[src/rtl/afu_csr_pkg.sv]
// ---------------------------------------------------------------------------
// afu_csr_pkg
// Shared definitions for the AFU MMIO CSR block:
//   - a minimal CCI-P Rx/Tx struct subset (only the MMIO-related fields)
//   - CSR byte addresses, DFH field constants, ERR_CTL bit positions
//   - injection FSM state enum
//   - dfhValue() helper that assembles the Device Feature Header word
// MMIO data is carried as 64 bits, which is all an MMIO access ever uses.
// ---------------------------------------------------------------------------
package afu_csr_pkg;

  // MMIO request header as seen on the c0 Rx channel.
  // address is in 32-bit word units; byte address = address << 2.
  typedef struct packed {
    logic [15:0] address;
    logic [1:0]  length;
    logic        rsvd;
    logic [8:0]  tid;
  } t_ccip_c0_ReqMmioHdr;

  typedef struct packed {
    t_ccip_c0_ReqMmioHdr hdr;
    logic [63:0]         data;
    logic                rspValid;
    logic                mmioRdValid;
    logic                mmioWrValid;
  } t_if_ccip_c0_Rx;

  typedef struct packed {
    logic           c0TxAlmFull;
    logic           c1TxAlmFull;
    t_if_ccip_c0_Rx c0;
  } t_if_ccip_Rx;

  // Tx channels: c0/c1 are memory request channels that this block never uses.
  typedef struct packed {
    logic [63:0] hdr;
    logic        valid;
  } t_if_ccip_c0_Tx;

  typedef struct packed {
    logic [63:0] hdr;
    logic [63:0] data;
    logic        valid;
  } t_if_ccip_c1_Tx;

  typedef struct packed {
    logic [8:0] tid;
  } t_ccip_c2_RspMmioHdr;

  typedef struct packed {
    t_ccip_c2_RspMmioHdr hdr;
    logic                mmioRdValid;
    logic [63:0]         data;
  } t_if_ccip_c2_Tx;

  typedef struct packed {
    t_if_ccip_c0_Tx c0;
    t_if_ccip_c1_Tx c1;
    t_if_ccip_c2_Tx c2;
  } t_if_ccip_Tx;

  // CSR byte addresses (byte address = hdr.address << 2, so 18 bits wide).
  localparam int CSR_ADDR_W = 18;
  typedef logic [CSR_ADDR_W-1:0] t_csr_addr;

  localparam t_csr_addr CSR_DFH      = 18'h00000;
  localparam t_csr_addr CSR_AFU_ID_L = 18'h00008;
  localparam t_csr_addr CSR_AFU_ID_H = 18'h00010;
  localparam t_csr_addr CSR_RSVD0    = 18'h00018;
  localparam t_csr_addr CSR_RSVD1    = 18'h00020;
  localparam t_csr_addr CSR_SCRATCH  = 18'h00040;
  localparam t_csr_addr CSR_RD_CNT   = 18'h00048;
  localparam t_csr_addr CSR_ERR_CTL  = 18'h00050;

  // MMIO length encoding: only 64-bit writes are honoured.
  localparam logic [1:0] MMIO_LEN_32 = 2'b00;
  localparam logic [1:0] MMIO_LEN_64 = 2'b01;

  // DFH layout: [63:60] feature type, [40] end-of-list, [39:16] next offset.
  localparam logic [3:0] DFH_TYPE_AFU = 4'h1;
  localparam int         DFH_TYPE_LSB = 60;
  localparam int         DFH_EOL_BIT  = 40;
  localparam int         DFH_NEXT_LSB = 16;

  // ERR_CTL bit positions.
  localparam int ERR_CTL_TRIG_BIT = 0;
  localparam int ERR_CTL_BUSY_BIT = 1;
  localparam int ERR_CTL_CNT_LSB  = 16;

  // Unsolicited response produced by the error injector.
  localparam logic [8:0]  INJ_TID  = 9'h1FF;
  localparam logic [63:0] INJ_DATA = 64'hDEAD_BEEF_DEAD_BEEF;

  typedef enum logic [1:0] {
    INJ_IDLE  = 2'd0,
    INJ_ARM   = 2'd1,
    INJ_ISSUE = 2'd2,
    INJ_DONE  = 2'd3
  } t_inj_state;

  // Assemble the DFH word for an AFU that is the last entry in its list.
  function automatic logic [63:0] dfhValue(input logic [23:0] nextOff);
    logic [63:0] v;
    v = '0;
    v[DFH_TYPE_LSB +: 4]  = DFH_TYPE_AFU;
    v[DFH_EOL_BIT]        = 1'b1;
    v[DFH_NEXT_LSB +: 24] = nextOff;
    return v;
  endfunction

endpackage

[src/rtl/afu_err_inject_fsm.sv]
// ---------------------------------------------------------------------------
// afu_err_inject_fsm
// Sequencer for the spurious MMIO read response injector.
// Ports:
//   clk_i        - clock
//   rst_i        - asynchronous active-high reset
//   trigger_i    - one-cycle pulse from an ERR_CTL trigger write
//   slot_free_i  - high when no real read response is due next cycle
//   issue_o      - load the injected response into the c2 output register
//                  this cycle (it becomes visible while the FSM is in ISSUE)
//   busy_o       - FSM is not idle; further triggers are ignored
//   cnt_o        - number of completed injections, wraps at 16 bits
// ---------------------------------------------------------------------------
module afu_err_inject_fsm
  import afu_csr_pkg::*;
(
  input  logic        clk_i,
  input  logic        rst_i,
  input  logic        trigger_i,
  input  logic        slot_free_i,
  output logic        issue_o,
  output logic        busy_o,
  output logic [15:0] cnt_o
);

  t_inj_state  state_q, state_d;
  logic [15:0] cnt_q, cnt_d;

  // State and injection counter registers.
  always_ff @(posedge clk_i or posedge rst_i) begin
    if (rst_i) begin
      state_q <= INJ_IDLE;
      cnt_q   <= 16'h0000;
    end else begin
      state_q <= state_d;
      cnt_q   <= cnt_d;
    end
  end

  // Next-state logic. The issue pulse is raised on the ARM->ISSUE transition
  // so that the registered c2 output carries the injected response exactly
  // during the ISSUE cycle, a cycle in which no real response can appear.
  always_comb begin
    state_d = state_q;
    cnt_d   = cnt_q;
    issue_o = 1'b0;
    case (state_q)
      INJ_IDLE: begin
        if (trigger_i) state_d = INJ_ARM;
      end
      INJ_ARM: begin
        if (slot_free_i) begin
          issue_o = 1'b1;
          state_d = INJ_ISSUE;
        end
      end
      INJ_ISSUE: begin
        state_d = INJ_DONE;
      end
      INJ_DONE: begin
        cnt_d   = cnt_q + 16'h0001;
        state_d = INJ_IDLE;
      end
      default: begin
        state_d = INJ_IDLE;
      end
    endcase
  end

  assign busy_o = (state_q != INJ_IDLE);
  assign cnt_o  = cnt_q;

endmodule

[src/rtl/afu_mmio_csr.sv]
// ---------------------------------------------------------------------------
// afu_mmio_csr
// CCI-P MMIO CSR block for an AFU: DFH, AFU UUID, scratch register and an
// error-injection control register that can emit one unsolicited MMIO read
// response (tid 0x1FF) into a free slot of the response stream.
// Parameters:
//   AFU_ID_L / AFU_ID_H - low/high 64 bits of the AFU UUID
//   DFH_NEXT            - next-DFH byte offset reported in the DFH
// Ports:
//   Clk_400        - the only clock, rising edge
//   SoftReset      - asynchronous active-high reset
//   cp2af_sRxPort  - registered CCI-P Rx; only c0 MMIO fields are used
//   af2cp_sTxPort  - CCI-P Tx; c0/c1 idle, c2 carries MMIO read responses
// Build option:
//   AFU_MMIO_RD_CNT_EN - adds read-only CSR 0x48 counting accepted reads;
//                        when undefined, 0x48 reads as 0 and no counter exists.
// Read responses appear 2 cycles after the request (request register + c2
// output register). Writes are registered and take effect one cycle later.
// ---------------------------------------------------------------------------
module afu_mmio_csr
  import afu_csr_pkg::*;
#(
  parameter logic [63:0] AFU_ID_L = 64'h0,
  parameter logic [63:0] AFU_ID_H = 64'h0,
  parameter logic [23:0] DFH_NEXT = 24'h0
) (
  input  logic        Clk_400,
  input  logic        SoftReset,
  input  t_if_ccip_Rx cp2af_sRxPort,
  output t_if_ccip_Tx af2cp_sTxPort
);

  logic        rdReq;
  logic        wrReq;
  t_csr_addr   reqAddr;
  logic [63:0] rdData;
  logic [63:0] errCtlValue;

  logic        rdValid_q;
  logic [8:0]  rdTid_q;
  logic [63:0] rdData_q;

  logic        c2Valid_q, c2Valid_d;
  logic [8:0]  c2Tid_q, c2Tid_d;
  logic [63:0] c2Data_q, c2Data_d;

  logic        wrValid_q;
  t_csr_addr   wrAddr_q;
  logic [63:0] wrData_q;

  logic [63:0] scratch_q;

  logic        injTrigger;
  logic        injIssue;
  logic        injBusy;
  logic [15:0] injCnt;

  // Rx fields this block has no use for.
  logic        unusedRx;
  assign unusedRx = ^{cp2af_sRxPort.c0TxAlmFull, cp2af_sRxPort.c1TxAlmFull,
                      cp2af_sRxPort.c0.rspValid, cp2af_sRxPort.c0.hdr.rsvd};

  assign rdReq   = cp2af_sRxPort.c0.mmioRdValid;
  assign wrReq   = cp2af_sRxPort.c0.mmioWrValid;
  assign reqAddr = {cp2af_sRxPort.c0.hdr.address, 2'b00};

  assign errCtlValue = {32'h0, injCnt, 14'h0, injBusy, 1'b0};

`ifdef AFU_MMIO_RD_CNT_EN
  logic [63:0] rdCnt_q;

  // Count every accepted MMIO read, whatever its address or length.
  always_ff @(posedge Clk_400 or posedge SoftReset) begin
    if (SoftReset) begin
      rdCnt_q <= 64'h0;
    end else if (rdReq) begin
      rdCnt_q <= rdCnt_q + 64'h1;
    end
  end
`endif

  // Read decode. Reads ignore length: a 32-bit read gets the full 64-bit
  // CSR value, and anything unmapped returns 0.
  always_comb begin
    rdData = 64'h0;
    case (reqAddr)
      CSR_DFH:      rdData = dfhValue(DFH_NEXT);
      CSR_AFU_ID_L: rdData = AFU_ID_L;
      CSR_AFU_ID_H: rdData = AFU_ID_H;
      CSR_RSVD0:    rdData = 64'h0;
      CSR_RSVD1:    rdData = 64'h0;
      CSR_SCRATCH:  rdData = scratch_q;
`ifdef AFU_MMIO_RD_CNT_EN
      CSR_RD_CNT:   rdData = rdCnt_q;
`endif
      CSR_ERR_CTL:  rdData = errCtlValue;
      default:      rdData = 64'h0;
    endcase
  end

  // Read pipeline stage 1: capture every read request with its decoded data.
  always_ff @(posedge Clk_400 or posedge SoftReset) begin
    if (SoftReset) begin
      rdValid_q <= 1'b0;
      rdTid_q   <= 9'h0;
      rdData_q  <= 64'h0;
    end else begin
      rdValid_q <= rdReq;
      rdTid_q   <= cp2af_sRxPort.c0.hdr.tid;
      rdData_q  <= rdData;
    end
  end

  // c2 output mux: a real response always wins. The injector only issues
  // when stage 1 is empty, so the second branch never hides a real read.
  always_comb begin
    c2Valid_d = 1'b0;
    c2Tid_d   = rdTid_q;
    c2Data_d  = rdData_q;
    if (rdValid_q) begin
      c2Valid_d = 1'b1;
    end else if (injIssue) begin
      c2Valid_d = 1'b1;
      c2Tid_d   = INJ_TID;
      c2Data_d  = INJ_DATA;
    end
  end

  // Read pipeline stage 2: the registered c2 output.
  always_ff @(posedge Clk_400 or posedge SoftReset) begin
    if (SoftReset) begin
      c2Valid_q <= 1'b0;
      c2Tid_q   <= 9'h0;
      c2Data_q  <= 64'h0;
    end else begin
      c2Valid_q <= c2Valid_d;
      c2Tid_q   <= c2Tid_d;
      c2Data_q  <= c2Data_d;
    end
  end

  // Write request register; 32-bit writes are dropped here.
  always_ff @(posedge Clk_400 or posedge SoftReset) begin
    if (SoftReset) begin
      wrValid_q <= 1'b0;
      wrAddr_q  <= '0;
      wrData_q  <= 64'h0;
    end else begin
      wrValid_q <= wrReq && (cp2af_sRxPort.c0.hdr.length == MMIO_LEN_64);
      wrAddr_q  <= reqAddr;
      wrData_q  <= cp2af_sRxPort.c0.data;
    end
  end

  // SCRATCH is the only writable storage; writes elsewhere have no effect.
  always_ff @(posedge Clk_400 or posedge SoftReset) begin
    if (SoftReset) begin
      scratch_q <= 64'h0;
    end else if (wrValid_q && (wrAddr_q == CSR_SCRATCH)) begin
      scratch_q <= wrData_q;
    end
  end

  assign injTrigger = wrValid_q && (wrAddr_q == CSR_ERR_CTL) &&
                      wrData_q[ERR_CTL_TRIG_BIT];

  afu_err_inject_fsm u_inject (
    .clk_i       (Clk_400),
    .rst_i       (SoftReset),
    .trigger_i   (injTrigger),
    .slot_free_i (!rdValid_q),
    .issue_o     (injIssue),
    .busy_o      (injBusy),
    .cnt_o       (injCnt)
  );

  // Tx drive: only c2 is ever active, straight from registers.
  always_comb begin
    af2cp_sTxPort                = '0;
    af2cp_sTxPort.c2.mmioRdValid = c2Valid_q;
    af2cp_sTxPort.c2.hdr.tid     = c2Tid_q;
    af2cp_sTxPort.c2.data        = c2Data_q;
  end

endmodule

[config.mk]
export PLATFORM = sky130hd
export DESIGN_NAME = afu_mmio_csr
export DESIGN_NICKNAME = d
export VERILOG_FILES = /design/src/rtl/afu_csr_pkg.sv /design/src/rtl/afu_err_inject_fsm.sv /design/src/rtl/afu_mmio_csr.sv
export SDC_FILE = /design/constraint.sdc
export NUM_CORES = 1
export LEC_CHECK = 0
export ABC_AREA = 0
export CORE_MARGIN = 8
export CORE_UTILIZATION = 50
export CTS_CLUSTER_SIZE = 25
export DETAILED_ROUTE_END_ITERATION = 8
export PLACE_DENSITY = 0.92
export REMOVE_ABC_BUFFERS = 1
export SYNTH_ARGS = -nofsm -noshare
export SYNTH_HDL_FRONTEND = slang
export SYNTH_SLANG_ARGS = --single-unit
[constraint.sdc]
create_clock -name Clk_400 -period 17.3 [get_ports Clk_400]
set_input_delay 2.595 -clock Clk_400 [delete_from_list [all_inputs] [get_ports Clk_400]]
set_output_delay 2.595 -clock Clk_400 [all_outputs]
set_load 0.1 [all_outputs]
## After elaboration in Yosys (flattened, before gate mapping)

Cells that the tools add are included.

| operators by class | value |
|---|---|
| add/sub/neg operators | 1 |
| equality and inequality tests | 10 |
| multiplexer cells | 12 |
| reduce and logical (&&, ||, !) cells | 8 |

Operators by type and width:

| cell | number |
|---|---|
| $pmux 64 s3 | 1 |
| $mux 64 | 2 |
| $eq 16x5->1 const B | 4 |
| $logic_not 18->1 | 1 |
| $mux 9 | 2 |
| $add 16x1->16 const B | 1 |
| $pmux 2 s4 | 1 |
| $eq 2x1->1 const B | 2 |
| $eq 2x2->1 const B | 2 |
| $logic_and 1x1->1 | 4 |
| $mux 1 | 4 |
| $mux 2 | 2 |
| $ne 2x2->1 const B | 2 |
| $logic_not 2->1 | 1 |
| $reduce_and 2->1 | 1 |
| $reduce_bool 2->1 | 1 |

| word-level totals | value |
|---|---|
| register bits | 311 |
| bits of input ports | 99 |
| output and inout bits | 268 |
| word-level logic and storage cells | 43 |

## Longest topological paths before layout

| depth | value |
|---|---|
| depth in word-level cells | 5 |
| depth in mapped cells | 6 |
| mapped depth without buffers | 6 |

## Hierarchy

From an unflattened synthesis, not the netlist that was laid out.

| unflattened totals | value |
|---|---|
| cells, all modules | 822 |
| area total of the unflattened synthesis | 11856.4 um2 |

By module, submodules not included:

| module | instances | cells each | area an instance (um2) | sequential area each (um2) |
|---|---|---|---|---|
| afu_mmio_csr | 1 | 751 | 11003.1 | 7332.0 |
| afu_err_inject_fsm | 1 | 71 | 853.3 | 450.4 |

## Worst setup path before layout

No wires, ideal clock.

| timing | value |
|---|---|
| path type | input to register |
| start point | input port cp2af_sRxPort[84] (netlist bit) |
| end point | register rdData_q[17] |
| setup time | 0.065 ns |
| arrival time | 3.672 ns |
| required time | 17.235 ns |
| slack | 13.563 ns |
| cell stages on the path | 5 |
| path buffers | 1 |
| cells stage by stage | nor4_1 -> nand4_1 -> nor3_2 -> buf_2 -> a22o_1 |

| between the ends | value |
|---|---|
| longest elaborated chain between the ends | 2 |
| elaborated cells on any way between the ends | 4 |
| those cells by class | eq/ne (2); mux (1); reduce/logical (1) |

Ends and longest elaborated chain:

| element | RTL line | source |
|---|---|---|
| start, declared | afu_mmio_csr.sv:29 | `input t_if_ccip_Rx cp2af_sRxPort,` |
| $eq 16x5->1 / $logic_not 18->1 (equally long branches) | afu_mmio_csr.sv:86 | `case (reqAddr)` |
| $pmux 64 s3 (*) | afu_mmio_csr.sv:86 |  |
| via rdData[17] | afu_mmio_csr.sv:36 | `logic [63:0] rdData;` |
| end signal, assigned | afu_mmio_csr.sv:110 | `rdData_q <= rdData;` |
| end, declared | afu_mmio_csr.sv:41 | `logic [63:0] rdData_q;` |

The timed path passes the listed nets; every way through them passes the cells marked *.
A chain may end at the register's enable or synchronous reset.

==> flow_summary_export.csv <==
group,metric,value,unit
synth,yosysSeqAreaShare,67.0,%
critical_path,cp.required,17.81,ns
route,ant_nets,0,
final_layout,syn_to_final_growth,18.9,%
global_route,track_usage,15.2,%
clocking,cts_buffer_depth,3,
min_path,hp-start,"rdData_q[3]$_DFF_PP0_",
sta,tightest_slew,1.09,ns
route,viasPerCell,4.44,
critical_path,critPathCaptureType,"async pin",
critical_path,start_kind,"input port",
synth,synth-seq-cells,311,
critical_path,crit_type,"in2async",
synth,synth_edf_count,0,
min_path,min_path_type,"reg2reg",
clocking,cts_buffers,29,
clocking,cts_max_level,1,
sta,fin_crit,5.22,ns
global_route,grt_pass1_wl,34500,µm
route,drt-total-wl,22500,µm
global_route,antenna_found_initial,1,
power,irDropWorstVdd,105,µV
critical_path,path_max_fanout,149,
critical_path,cpPeakStageDelay,0.90,ns
sta,rsz0062_at_grt,"no",
floorplanning,initial_utilization,51.2,%
clocking,clk_pin_slew,0.06,ns
route,drt_iter0_drc,197,
route,wire_per_inst,17.3,µm
global_route,grt_pass1_vias,6314,
critical_path,cp.arrival,5.72,ns
clocking,postCtsHoldBufs,0,
synth,synth.avg_cell_area,14.2,µm²
placed_design,place_congestion,0.781,
floorplanning,core,22700,µm²
route,post-route-drc-count,0,
floorplanning,fp.dieW,168,µm
placed_design,dpl.hpwl,15800,µm
power,p_leak,7.14,nW
synth,synth_cell_types,33,
sta,final_hold_viol_count,0,
global_route,grt_overflow,0,
final_layout,post-route-util,60.8,%
synth,synth_area,11600,µm²
clocking,cts_tree,"done",
synth,async_flop_share,100,%
outcome,status,"completed",
floorplanning,die_y,168,µm
clocking,clock_tree.root_cell,"clkbuf_16",
sta,post-route-period-util,30.2,%
floorplanning,die_area,28400,µm²
power,power_density,118,nW/µm²
clocking,clock_sinks,311,
critical_path,worstPathCellList,"clkdlybuf4s50_1 > inv_8 > buf_4 > buf_4",
final_layout,drive_gt1_share,6.39,%
placed_design,numPortBuffers,168,
job,cap_violations,0,
min_path,hold_depth,1,
clocking,clkLatencyLatePin,0.52,ns
route,first_pass_iters,4,
critical_path,crit_path_frequent_cell,"buf_4",
critical_path,r2r-start,"wrAddr_q[3]$_DFF_PP0_",
final_layout,fill_cells,1595,
sta,max_freq,192,MHz
sta,relSlewSlack,27.2,%
sta,report.final.slew_viol_count,0,
sta,finalSetupTns,0,ns
clocking,cts.repair.resized,0,
global_route,grt_max_degree,150,
sta,setup_viol,0,
synth,yosys_warnings,0,
clocking,post_cts_buffers,0,
route,vias,5796,
synth,synthCells,820,
floorplanning,placementRows,55,
critical_path,ff2ff_setup_slack,14.65,ns
sta,finClkSkew,0.00982,ns
critical_path,cp_slowest_cell,"buf_4",
critical_path,r2r_end,"scratch_q[41]$_DFFE_PP0P_",
critical_path,reg2reg_depth,5,
final_layout,finalNetCount,1105,
min_path,min_to,"c2Data_q[3]$_DFF_PP0_",
floorplanning,pin_count,367,
synth,synthFlopType,"dfrtp_1",
==> registers in the layout, indices dropped and copies added (netlist names) <==
register / cells
c2Data_q: 64
rdData_q: 64
scratch_q: 64
wrData_q: 64
u_inject.cnt_o: 16
wrAddr_q: 16
c2Tid_q: 9
rdTid_q: 9
u_inject.state_q: 2
c2Valid_q: 1
rdValid_q: 1
wrValid_q: 1
==> cells in the mapped netlist (2+ instances only) <==
cell type / count / area [µm²]
buf_6: 5 / 56.3
or2_2: 3 / 18.8
mux2_2: 2 / 22.5
inv_1: 8 / 30.0
nor4_1: 3 / 18.8
nor3_1: 4 / 20.0
dfrtp_1: 311 / 7780
mux2i_1: 3 / 30.0
buf_4: 196 / 1470
a22o_1: 15 / 131
nand2b_1: 58 / 363
mux2_1: 64 / 721
nor2_1: 12 / 45.0
nor4_2: 3 / 37.5
nand3_1: 6 / 30.0
xor2_1: 5 / 43.8
ha_1: 6 / 75.1
o21a_1: 2 / 15.0
clkbuf_1: 13 / 48.8
nand4_1: 7 / 43.8
buf_2: 3 / 15.0
and2_1: 62 / 388
nor3_2: 2 / 20.0
nand2_1: 9 / 33.8
xnor2_1: 10 / 87.6
==> worst max-delay path, delay by kind of cell <==
kind                   cells  cell delay [ns]
buffers and inverters      4             2.94
==> cells by family (layout without fill, tap and decap cells) <==
logic type | Yosys count | count (layout) | synth area share, %
fa+ha+maj | 6 | 6 | 0.646
simple gates | 173 | 173 | 9.20
compound gates | 20 | 20 | 1.43
xor+xnor | 15 | 15 | 1.13
buf+inv | 225 | 230 | 14.0
other cells | 1 | 195 | 0.0323
flops | 311 | 311 | 67.0
mux | 69 | 69 | 6.65
==> worst max-delay path by stage <==
| stage | startpoint | to | slack [ns] | depth (start not counted) |
|---|---|---|---|---|
| after CTS | SoftReset | scratch_q[57]$_DFFE_PP0P_ | 11.94 | 4 |
| after detailed placement | SoftReset | scratch_q[57]$_DFFE_PP0P_ | 11.35 | 4 |
| after global routing | SoftReset | rdData_q[57]$_DFF_PP0_ | 11.56 | 4 |
| final | SoftReset | scratch_q[57]$_DFFE_PP0P_ | 12.08 | 4 |
| after floorplan | SoftReset | c2Data_q[0]$_DFF_PP0_ | 6.10 | 1 |
| after global placement | SoftReset | rdData_q[57]$_DFF_PP0_ | 11.41 | 4 |
==> layout by cell type (no fill, tap or decap), types with 5 or more instances in the layout <==
cell type / instances
nand2b_1: 57
nand3_1: 6
conb_1: 194
clkbuf_8: 10
clkbuf_16: 29
inv_1: 7
buf_4: 5
clkdlybuf4s50_1: 168
mux2_1: 64
dfrtp_1: 311
xor2_1: 5
nand2_1: 9
nor2_1: 12
xnor2_1: 10
ha_1: 6
a22o_1: 15
nand4_1: 7
and2_1: 62
==> layer usage <==
metal  up-vias  wire, µm  GRT usage, %  part of all wire (%)
met3        41      1740          3.95                   7.7
li1       2601         -             -                     -
met1      2928      7640          15.6                    34
met4         0       650          5.28                   2.9
met2       226     12500          29.3                    55
met5         -         0             0                     0
==> report_power, final <==
part / switching, W / internal (W)
clock: 0.000253 / 0.000378
combinational: 0.000225 / 0.0000246
sequential: 0.00000446 / 0.000741
==> final cells by class <==
| class | instances | area (µm²) | area share (%) |
|---|---|---|---|
| Antenna cell | 1 | 2.50 | 0.0181 |
| Clock buffer | 42 | 875 | 6.33 |
| Clock inverter | 7 | 92.6 | 0.670 |
| Inverter | 8 | 37.5 | 0.272 |
| Multi-Input combinational cell | 477 | 2950 | 21.4 |
| Sequential cell | 311 | 7780 | 56.3 |
| Tap cell | 285 | 357 | 2.58 |
| Timing Repair Buffer | 173 | 1720 | 12.4 |
==> through the flow <==
step | total power, W | worst slack (ns) | hold slack, ns | instance area (µm²) | cells
after floorplan | 0.000972 | 6.10 | 0.408 | 10800 | 796
after global placement | 0.00100 | 11.41 | 0.410 | 12800 | 1254
after detailed placement | 0.00101 | 11.35 | 0.413 | 12800 | 1254
after CTS | 0.00164 | 11.94 | 0.427 | 13800 | 1303
after global routing | 0.00168 | 11.56 | 0.444 | 13800 | 1304
final | 0.00163 | 12.08 | 0.425 | 13800 | 1304
(Power assumes the default switching activity.)
